===== src/rtl/div_ctrl_pkg.sv =====
// ----------------------------------------------------------------------------
// div_ctrl_pkg
// Shared definitions for the EX-stage divider sequencer: FSM state encodings
// and the ready/start control constants used by the divider and its driver.
// ----------------------------------------------------------------------------
package div_ctrl_pkg;

    typedef enum logic [1:0] {
        DIV_FREE   = 2'b00,
        DIV_BYZERO = 2'b01,
        DIV_ON     = 2'b10,
        DIV_END    = 2'b11
    } div_state_e;

    localparam logic DIV_RESULT_READY     = 1'b1;
    localparam logic DIV_RESULT_NOT_READY = 1'b0;
    localparam logic DIV_START            = 1'b1;
    localparam logic DIV_STOP             = 1'b0;

endpackage


===== src/rtl/div_ctrl_step.sv =====
// ----------------------------------------------------------------------------
// div_ctrl_step
// One combinational restoring-division iteration: trial-subtract the divisor
// from the upper window of the shifting dividend register and either keep the
// difference (shifting in a quotient 1) or just shift (quotient 0).
// Ports:
//   dividend      in   2*WIDTH    dividend register bits [2W-1:0]
//                                 (the top bit is shifted out either way)
//   divisor       in   WIDTH      divisor magnitude
//   dividend_next out  2*WIDTH+1  dividend register after this iteration
// ----------------------------------------------------------------------------
module div_ctrl_step #(
    parameter int WIDTH = 32
) (
    input  logic [2*WIDTH-1:0] dividend,
    input  logic [WIDTH-1:0]   divisor,
    output logic [2*WIDTH:0]   dividend_next
);

    logic [WIDTH:0] diff;

    // WIDTH+1-bit subtract so the top bit is a clean borrow flag.
    assign diff = {1'b0, dividend[2*WIDTH-1:WIDTH]} - {1'b0, divisor};

    always_comb begin
        if (diff[WIDTH]) begin
            dividend_next = {dividend, 1'b0};
        end else begin
            dividend_next = {diff[WIDTH-1:0], dividend[WIDTH-1:0], 1'b1};
        end
    end

endmodule


===== src/rtl/div_ctrl.sv =====
// ----------------------------------------------------------------------------
// div_ctrl
// Iterative radix-2 DIV/DIVU sequencer for the EX stage. Runs WIDTH iterations
// plus load and finalize cycles, holds the pipeline via stallreq_o while busy
// and presents {remainder, quotient} for the HI/LO write path.
// Ports:
//   clk         in   1        clock
//   rst         in   1        synchronous reset, active-high
//   start_i     in   1        EX holds a divide (held until ready_o seen)
//   annul_i     in   1        cancel the in-flight divide
//   signed_i    in   1        1 = DIV (two's complement), 0 = DIVU
//   op1_i       in   WIDTH    dividend
//   op2_i       in   WIDTH    divisor
//   result_o    out  2*WIDTH  {remainder, quotient}
//   ready_o     out  1        result_o valid (registered)
//   stallreq_o  out  1        combinational stall request
// ----------------------------------------------------------------------------
module div_ctrl
    import div_ctrl_pkg::*;
#(
    parameter int WIDTH = 32,
    parameter int CNT_W = 6
) (
    input  logic               clk,
    input  logic               rst,
    input  logic               start_i,
    input  logic               annul_i,
    input  logic               signed_i,
    input  logic [WIDTH-1:0]   op1_i,
    input  logic [WIDTH-1:0]   op2_i,
    output logic [2*WIDTH-1:0] result_o,
    output logic               ready_o,
    output logic               stallreq_o
);

    localparam logic [CNT_W-1:0] CNT_LAST = CNT_W'(WIDTH);

    // Two's complement negation modulo 2^WIDTH.
    function automatic logic [WIDTH-1:0] twos_neg(input logic [WIDTH-1:0] x);
        return ~x + WIDTH'(1);
    endfunction

    // Magnitude of an operand; only signed operands with MSB set are negated.
    function automatic logic [WIDTH-1:0] magnitude(input logic sgn,
                                                   input logic [WIDTH-1:0] x);
        return (sgn && x[WIDTH-1]) ? twos_neg(x) : x;
    endfunction

    div_state_e         state, state_n;
    logic [CNT_W-1:0]   cnt, cnt_n;
    logic [2*WIDTH:0]   dividend, dividend_n;
    logic [WIDTH-1:0]   divisor, divisor_n;
    logic               sgn_div, sgn_div_n;
    logic               neg_op1, neg_op1_n;
    logic               neg_op2, neg_op2_n;
    logic [2*WIDTH-1:0] result_n;
    logic               ready_n;

    logic [2*WIDTH:0]   dividend_step;
    logic [WIDTH-1:0]   quot_fin;
    logic [WIDTH-1:0]   rem_fin;

    div_ctrl_step #(
        .WIDTH (WIDTH)
    ) u_step (
        .dividend      (dividend[2*WIDTH-1:0]),
        .divisor       (divisor),
        .dividend_next (dividend_step)
    );

    // Sign correction uses the operand signs captured at load time, because
    // op1_i/op2_i are free to change while the iterations run.
    always_comb begin
        quot_fin = dividend[WIDTH-1:0];
        rem_fin  = dividend[2*WIDTH:WIDTH+1];
        if (sgn_div && (neg_op1 ^ neg_op2)) begin
            quot_fin = twos_neg(dividend[WIDTH-1:0]);
        end
        if (sgn_div && neg_op1) begin
            rem_fin = twos_neg(dividend[2*WIDTH:WIDTH+1]);
        end
    end

    always_comb begin
        state_n    = state;
        cnt_n      = cnt;
        dividend_n = dividend;
        divisor_n  = divisor;
        sgn_div_n  = sgn_div;
        neg_op1_n  = neg_op1;
        neg_op2_n  = neg_op2;
        result_n   = result_o;
        ready_n    = ready_o;
        stallreq_o = 1'b0;

        case (state)
            DIV_FREE: begin
                ready_n  = DIV_RESULT_NOT_READY;
                result_n = '0;
                if (start_i == DIV_START && !annul_i) begin
                    stallreq_o = 1'b1;
                    if (op2_i == '0) begin
                        state_n = DIV_BYZERO;
                    end else begin
                        state_n    = DIV_ON;
                        cnt_n      = '0;
                        dividend_n = {{WIDTH{1'b0}}, magnitude(signed_i, op1_i), 1'b0};
                        divisor_n  = magnitude(signed_i, op2_i);
                        sgn_div_n  = signed_i;
                        neg_op1_n  = op1_i[WIDTH-1];
                        neg_op2_n  = op2_i[WIDTH-1];
                    end
                end
            end

            DIV_BYZERO: begin
                stallreq_o = 1'b1;
                result_n   = '0;
                if (annul_i) begin
                    state_n = DIV_FREE;
                    ready_n = DIV_RESULT_NOT_READY;
                end else begin
                    state_n = DIV_END;
                    ready_n = DIV_RESULT_READY;
                end
            end

            DIV_ON: begin
                stallreq_o = 1'b1;
                if (annul_i) begin
                    state_n  = DIV_FREE;
                    ready_n  = DIV_RESULT_NOT_READY;
                    result_n = '0;
                end else if (cnt != CNT_LAST) begin
                    dividend_n = dividend_step;
                    cnt_n      = cnt + CNT_W'(1);
                end else begin
                    state_n  = DIV_END;
                    result_n = {rem_fin, quot_fin};
                    ready_n  = DIV_RESULT_READY;
                end
            end

            DIV_END: begin
                // Result is held until EX drops start_i (i.e. it has advanced).
                if (annul_i || start_i == DIV_STOP) begin
                    state_n  = DIV_FREE;
                    ready_n  = DIV_RESULT_NOT_READY;
                    result_n = '0;
                end
            end

            default: begin
                state_n  = DIV_FREE;
                ready_n  = DIV_RESULT_NOT_READY;
                result_n = '0;
            end
        endcase
    end

    always_ff @(posedge clk) begin
        if (rst) begin
            state    <= DIV_FREE;
            cnt      <= '0;
            dividend <= '0;
            divisor  <= '0;
            sgn_div  <= 1'b0;
            neg_op1  <= 1'b0;
            neg_op2  <= 1'b0;
            result_o <= '0;
            ready_o  <= DIV_RESULT_NOT_READY;
        end else begin
            state    <= state_n;
            cnt      <= cnt_n;
            dividend <= dividend_n;
            divisor  <= divisor_n;
            sgn_div  <= sgn_div_n;
            neg_op1  <= neg_op1_n;
            neg_op2  <= neg_op2_n;
            result_o <= result_n;
            ready_o  <= ready_n;
        end
    end

endmodule


===== config.mk =====
export PLATFORM = sky130hd
export DESIGN_NAME = div_ctrl
export DESIGN_NICKNAME = d
export VERILOG_FILES = /design/src/rtl/div_ctrl_pkg.sv /design/src/rtl/div_ctrl_step.sv /design/src/rtl/div_ctrl.sv
export SDC_FILE = /design/constraint.sdc
export NUM_CORES = 1
export LEC_CHECK = 0
export ABC_AREA = 1
export CORE_MARGIN = 5
export CORE_UTILIZATION = 59
export CTS_CLUSTER_SIZE = 28
export DETAILED_ROUTE_END_ITERATION = 10
export DONT_BUFFER_PORTS = 1
export GPL_ROUTABILITY_DRIVEN = 0
export PLACE_DENSITY = 0.83
export SLEW_MARGIN = 20
export SYNTH_ARGS = -nofsm -noshare
export SYNTH_HDL_FRONTEND = slang
export SYNTH_SLANG_ARGS = --single-unit

===== constraint.sdc =====
create_clock -name clk -period 2.05 [get_ports clk]
set_clock_uncertainty 0.05 [all_clocks]
set_input_delay 0.41 -clock clk [delete_from_list [all_inputs] [get_ports clk]]
set_output_delay 0.41 -clock clk [all_outputs]
set_load 0.01 [all_outputs]

## After elaboration in Yosys (flattened, before gate mapping)

Cells that the tools add are included.

| word-level totals | value |
|---|---|
| bits in registers | 173 |
| output and inout bits | 66 |
| logic and storage cells | 81 |

| operators by class | value |
|---|---|
| add/subtract/negate cells | 6 |
| equality and inequality tests | 10 |
| multiplexer cells | 33 |
| bitwise operators | 7 |
| reductions and logical operators | 16 |

Operators with widths:

| operator | number |
|---|---|
| 65-bit two-way mux | 5 |
| 64-bit two-way mux | 3 |
| 64-bit case mux with 3 select lines | 1 |
| 65-bit case mux with 2 select lines | 1 |
| 32-bit by 1-bit adder with 32-bit output, second input constant | 4 |
| 32-bit two-way mux | 4 |
| 32-bit NOT | 4 |
| 32-bit by 32-bit subtractor with 33-bit output | 1 |
| 32-bit logical NOT | 1 |
| 6-bit two-way mux | 4 |
| 2-bit two-way mux | 6 |
| 6-bit case mux with 2 select lines | 1 |
| 2-bit != test, second input constant | 5 |
| 2-bit case mux with 4 select lines | 1 |
| 6-bit by 1-bit adder with 6-bit output, second input constant | 1 |
| 6-bit != test, second input constant | 1 |
| 3-bit AND reduction | 2 |
| 1-bit logical AND | 5 |
| 1-bit two-way mux | 5 |
| 5-bit AND reduction | 1 |
| 2-bit equality test, second input constant | 2 |
| 1-bit case mux with 4 select lines | 1 |
| 2-bit OR reduction | 2 |
| 3-bit != test, second input constant | 1 |
| 9 further kinds | 10 |

## Logic depth before layout (Yosys ltp)

| logic depth | value |
|---|---|
| depth after elaboration | 6 |
| gate-level depth with buffers | 17 |
| depth with buffers taken out | 16 |

## Modules after synthesis

Synthesis repeated with hierarchy kept, for this count alone.

| second synthesis, totals | value |
|---|---|
| cells, all modules | 2415 |
| area total of the unflattened synthesis | 13870.8 um2 |

By module, submodules not included:

| module | times used | cells an instance | area an instance (um2) | seq. area each (um2) |
|---|---|---|---|---|
| div_ctrl | 1 | 1740 | 10536.4 | 3463.3 |
| div_ctrl_step | 1 | 675 | 3334.4 | 0.0 |

## Least setup slack after synthesis

Ideal clock, no wire load.

| timing | value |
|---|---|
| kind | register to register |
| start | reg dividend[32] |
| end | reg dividend[48] |
| setup time | 0.132 ns |
| data arrival time | 2.018 ns |
| data required time | 1.868 ns |
| slack | -0.150 ns |
| stages on the path, launching flop included | 17 |
| period minus slack after synthesis | 2.200 ns |
| cell sequence | dfxtp_1 inv_1 ha_1 fa_1 inv_1 nand2_1 nand2_1 nand3b_1 nand2_1 nand2_1 nand2_1 nand2_2 nand2_2 buf_2 nand3_1 nand3_1 a21oi_1 |

| between the ends | value |
|---|---|
| word-level cells in the longest chain between the ends | 5 |

RTL lines:

| item | line | source |
|---|---|---|
| start, declared | div_ctrl.sv:51 | `logic [2*WIDTH:0] dividend, dividend_n;` |
| start signal, assigned | div_ctrl.sv:175 | `dividend <= dividend_n;` |
| 32-bit by 32-bit subtractor with 33-bit output | div_ctrl_step.sv:23 | `assign diff = {1'b0, dividend[2*WIDTH-1:WIDTH]} - {1'b0, divisor};` |
| 65-bit two-way mux | div_ctrl_step.sv:26 | `if (diff[WIDTH]) begin` |
| 65-bit two-way mux | div_ctrl.sv:134 | `end else if (cnt != CNT_LAST) begin` |
| 65-bit two-way mux | div_ctrl.sv:130 | `if (annul_i) begin` |
| 65-bit case mux with 2 select lines | div_ctrl.sv:96 | `case (state)` |

No other way between the ends. The select of a mux whose other input is x is not followed.
A chain may end at the register's enable or synchronous reset.

## Worst setup path in the final report

| timing | value |
|---|---|
| start | reg dividend[32] |
| end | reg dividend[64] |

The elaborated chain is that of the path after synthesis.

==> impl_metrics.json <==
{
  "tritoncts_num_sinks": 173,
  "dr.pass1.iters": 10,
  "ctsHtreeMaxLevel": 4,
  "multi_input_area_um2": 8726,
  "synth_area_per_cell_um2": 5.836,
  "std_cell_rows": 54,
  "netlist-cell-type-count": 46,
  "synthesis.area_um2": 13060,
  "timing.fmax_mhz": 406.3,
  "ctsRootBufferMaster": "sky130_fd_sc_hd__clkbuf_16",
  "status": "complete, but fails checks",
  "nets": 2493,
  "timing_worst_slew_pin_value_ns": 0.5005,
  "max_slew_margin_pct": 66.35,
  "syn-num-nets": 2351,
  "critical_path.endpoint": "dividend[64]",
  "reported_max_cap_violation_count": 0,
  "route.detailed.wl_per_inst_um": 17.87,
  "startpoint": "dividend[32]",
  "timing_worst_setup_path_type": "reg2reg",
  "cts_tree": "yes",
  "clk_pin_slew_ns": 0.07,
  "remaining_drc_errors": 0,
  "grt_start_max_net_pins": 142,
  "final.period_utilization_pct": 120.1,
  "vias_per_cell": 5.909,
  "placed_cells_incl_taps": 2612,
  "post_layout_util_pct": 74.04,
  "initial_cell_density_of_the_core_pct": 59.84,
  "detail_route.iter0.violations": 2266,
  "critical_path_cell_count": 18,
  "critPathArrivalTime_ns": 2.79,
  "synth.yosys.seq_area_share_pct": 26.52,
  "clock_tree.buffer_depth": 2,
  "rsz0062_at_grt": "yes",
  "worst_r2r_endpoint": "dividend[64]",
  "vias": 15800,
  "min_period_ns": 2.461,
  "stdcell_count": 2673,
  "layout_cells_sized_above_1_pct": 16.63,
  "antenna_found_initial": 0,
  "numCtsBuffers": 17,
  "reg2reg_slack_ns": -0.41,
  "violations_in_the_final_reports": "hold timing, setup timing",
  "dieArea_um2": 25210,
  "critPathMaxFanout": 5,
  "worst_path_largest_cell_delay_ns": 0.36,
  "ant_nets": 0,
  "critPathLaunchType": "flip-flop",
  "wirelength_um": 47780,
  "rr_worst_depth": 18,
  "detailed_place_hpwl_um": 33500,
  "diodes": 0,
  "worstSkewPairLatency_ns": 0.45,
  "hold_ws_ns": -0.02612,
  "synthesis.yosys.warnings": 0,
  "timing.final.ws_setup_ns": -0.4113,
  "die_y_um": 158.8,
  "horizontal_die_dimension_um": 158.8,
  "port_buffers": 0,
  "powerDensity_nw_per_um2": 999.4,
  "ys_ff_latch": 173,
  "timing.critical_path.max_delay_family": "simple AND/OR/NAND/NOR gates",
  "ir_drop_mv": 0.7362,
  "setup_viol_count_final": 35,
  "post_dp_cell_area_um2": 14540,
  "grt_use_total_pct": 33.04,
  "stdcell_area_um2": 16160,
  "floorplan.core_area_um2": 21820,
  "fillers": 1635,
  "i_o_pins": 135,
  "seq_area_um2": 3470,
  "syn-instance-count": 2238,
  "timing_hold_violations_final": 23,
  "leakage_nw": 7.702,
  "endpoint_kind": "flip-flop",
  "final_max_slew_viol_count": 0,
  "crit_path_top_delay_cell": "sky130_fd_sc_hd__fa_2",
  "grt_pass1_vias": 14060,
  "crit_path_frequent_cell": "sky130_fd_sc_hd__nand2_2",
  "timing.critical_path.cells": "inv_2, ha_4, fa_2, inv_2, nand2_2, nand2_1, nand3b_1, nand2_2, nand2_2, nand2_2, nand2_4, nand2_4, buf_4, buf_16, nor2_1, nor2_1, nand2_1, a21oi_2",
  "cp.required_ns": 2.38,
  "cp_num_buf_inv": 4,
  "grt_first_pass_wirelength_um": 70150,
  "hold_class": "in2reg",
  "totalNegativeSetupSlack_ns": -10.19,
  "overflow": 0,
  "area_growth_pct": 23.72,
  "timing.rr.start": "dividend[32]"
}
## repair_timing
item	4_1_cts	5_1_grt
setup endpoints to repair	39	71
resized for setup	27	121
endpoints found under the hold margin	107	73
buffers inserted	8	13
cloned	3	5
pin swaps	4	31
## metal layers
metal  share of wire (%)  up-vias  track usage [%]
li1                    -     7420                -
met1                  36     7041            40.23
met2                  45     1049            53.32
met3                  11      285            6.791
met4                 7.9        0            20.65
met5                   0        -                0
## synth_stat cells (all sizes together)
library cell	number	area share, %
a211oi	1	0.058
a21o	1	0.058
a21oi	205	8.0
a2bb2oi	1	0.067
a31oi	3	0.14
and2	1	0.048
and3	1	0.048
buf	28	1.3
clkbuf	48	1.4
clkinv	2	0.058
dfxtp	173	27
fa	1	0.15
ha	43	4.1
inv	304	8.7
nand2	717	21
nand3	229	8.9
nand3b	8	0.46
nand4	33	1.7
nor2	219	6.5
nor3	13	0.54
nor3b	2	0.15
nor4	6	0.29
o211a	1	0.077
o211ai	4	0.23
o21ai	112	4.4
o21bai	2	0.11
o31ai	2	0.11
or2	8	0.38
xnor2	21	1.4
xor2	49	3.3
## power breakdown
part / switching (mW) / leakage (nW) / internal, mW
clock: 1.50 / 0.304 / 1.98
combinational: 5.28 / 5.99 / 3.17
sequential: 0.440 / 1.41 / 3.78
## cell usage in the layout (no fill, tap or decap), types with 30 or more instances in the layout
master and n:
sky130_fd_sc_hd__o21ai_0 95, sky130_fd_sc_hd__nand3_1 189, sky130_fd_sc_hd__xor2_1 49, sky130_fd_sc_hd__a21oi_1 171, sky130_fd_sc_hd__dfxtp_1 168, sky130_fd_sc_hd__nor2_1 204
sky130_fd_sc_hd__nand4_1 32, sky130_fd_sc_hd__a21oi_2 30, sky130_fd_sc_hd__ha_1 34, sky130_fd_sc_hd__buf_4 172, sky130_fd_sc_hd__nand2_1 687, sky130_fd_sc_hd__inv_1 291
sky130_fd_sc_hd__nand3_2 36
## logic make-up (layout without fill, tap and decap cells)
family | count (synthesis) | count (layout) | synth area share (%)
compound gates | 332 | 332 | 13.24
simple gates | 1237 | 1237 | 39.84
xor+xnor | 70 | 70 | 4.694
flops | 173 | 173 | 26.52
buf+inv | 382 | 537 | 11.43
fa+ha+maj | 44 | 44 | 4.273
## layout make-up
class	count	area share, %
clock inverter	14	1.115
inverter	306	7.140
clock buffer	18	2.718
multi-input combinational	1683	54.00
sequential	173	21.47
timing repair buffer	199	11.38
tap	280	2.168
## metrics by stage
step | setup slack (ns) | total power [mW]
6_report | -0.4113 | 16.15
2_1_floorplan | 0.001232 | 8.909
4_1_cts | -0.1861 | 15.06
3_3_place_gp | -0.1226 | 11.26
3_5_place_dp | -0.1830 | 11.41
5_1_grt | -0.4954 | 16.95
## state kept, by name, indices dropped and copies added, names as in the netlist
signal	cells
state	2
ready_o	1
neg_op2	1
result_o	64
dividend	65
cnt	6
neg_op1	1
divisor	32
sgn_div	1
## how the worst min path moves through the flow
stage	start	to	slack, ns	cells past startpoint
after global routing	rst	result_o[52]	-0.04	1
after global placement	dividend[14]	dividend[14]	0.40	2
after CTS	rst	result_o[56]	-0.02	1
after floorplan	divisor[10]	divisor[10]	0.38	2
final	rst	result_o[52]	-0.03	1
after detailed placement	divisor[12]	divisor[12]	0.40	2
(Power assumes the default switching activity.)
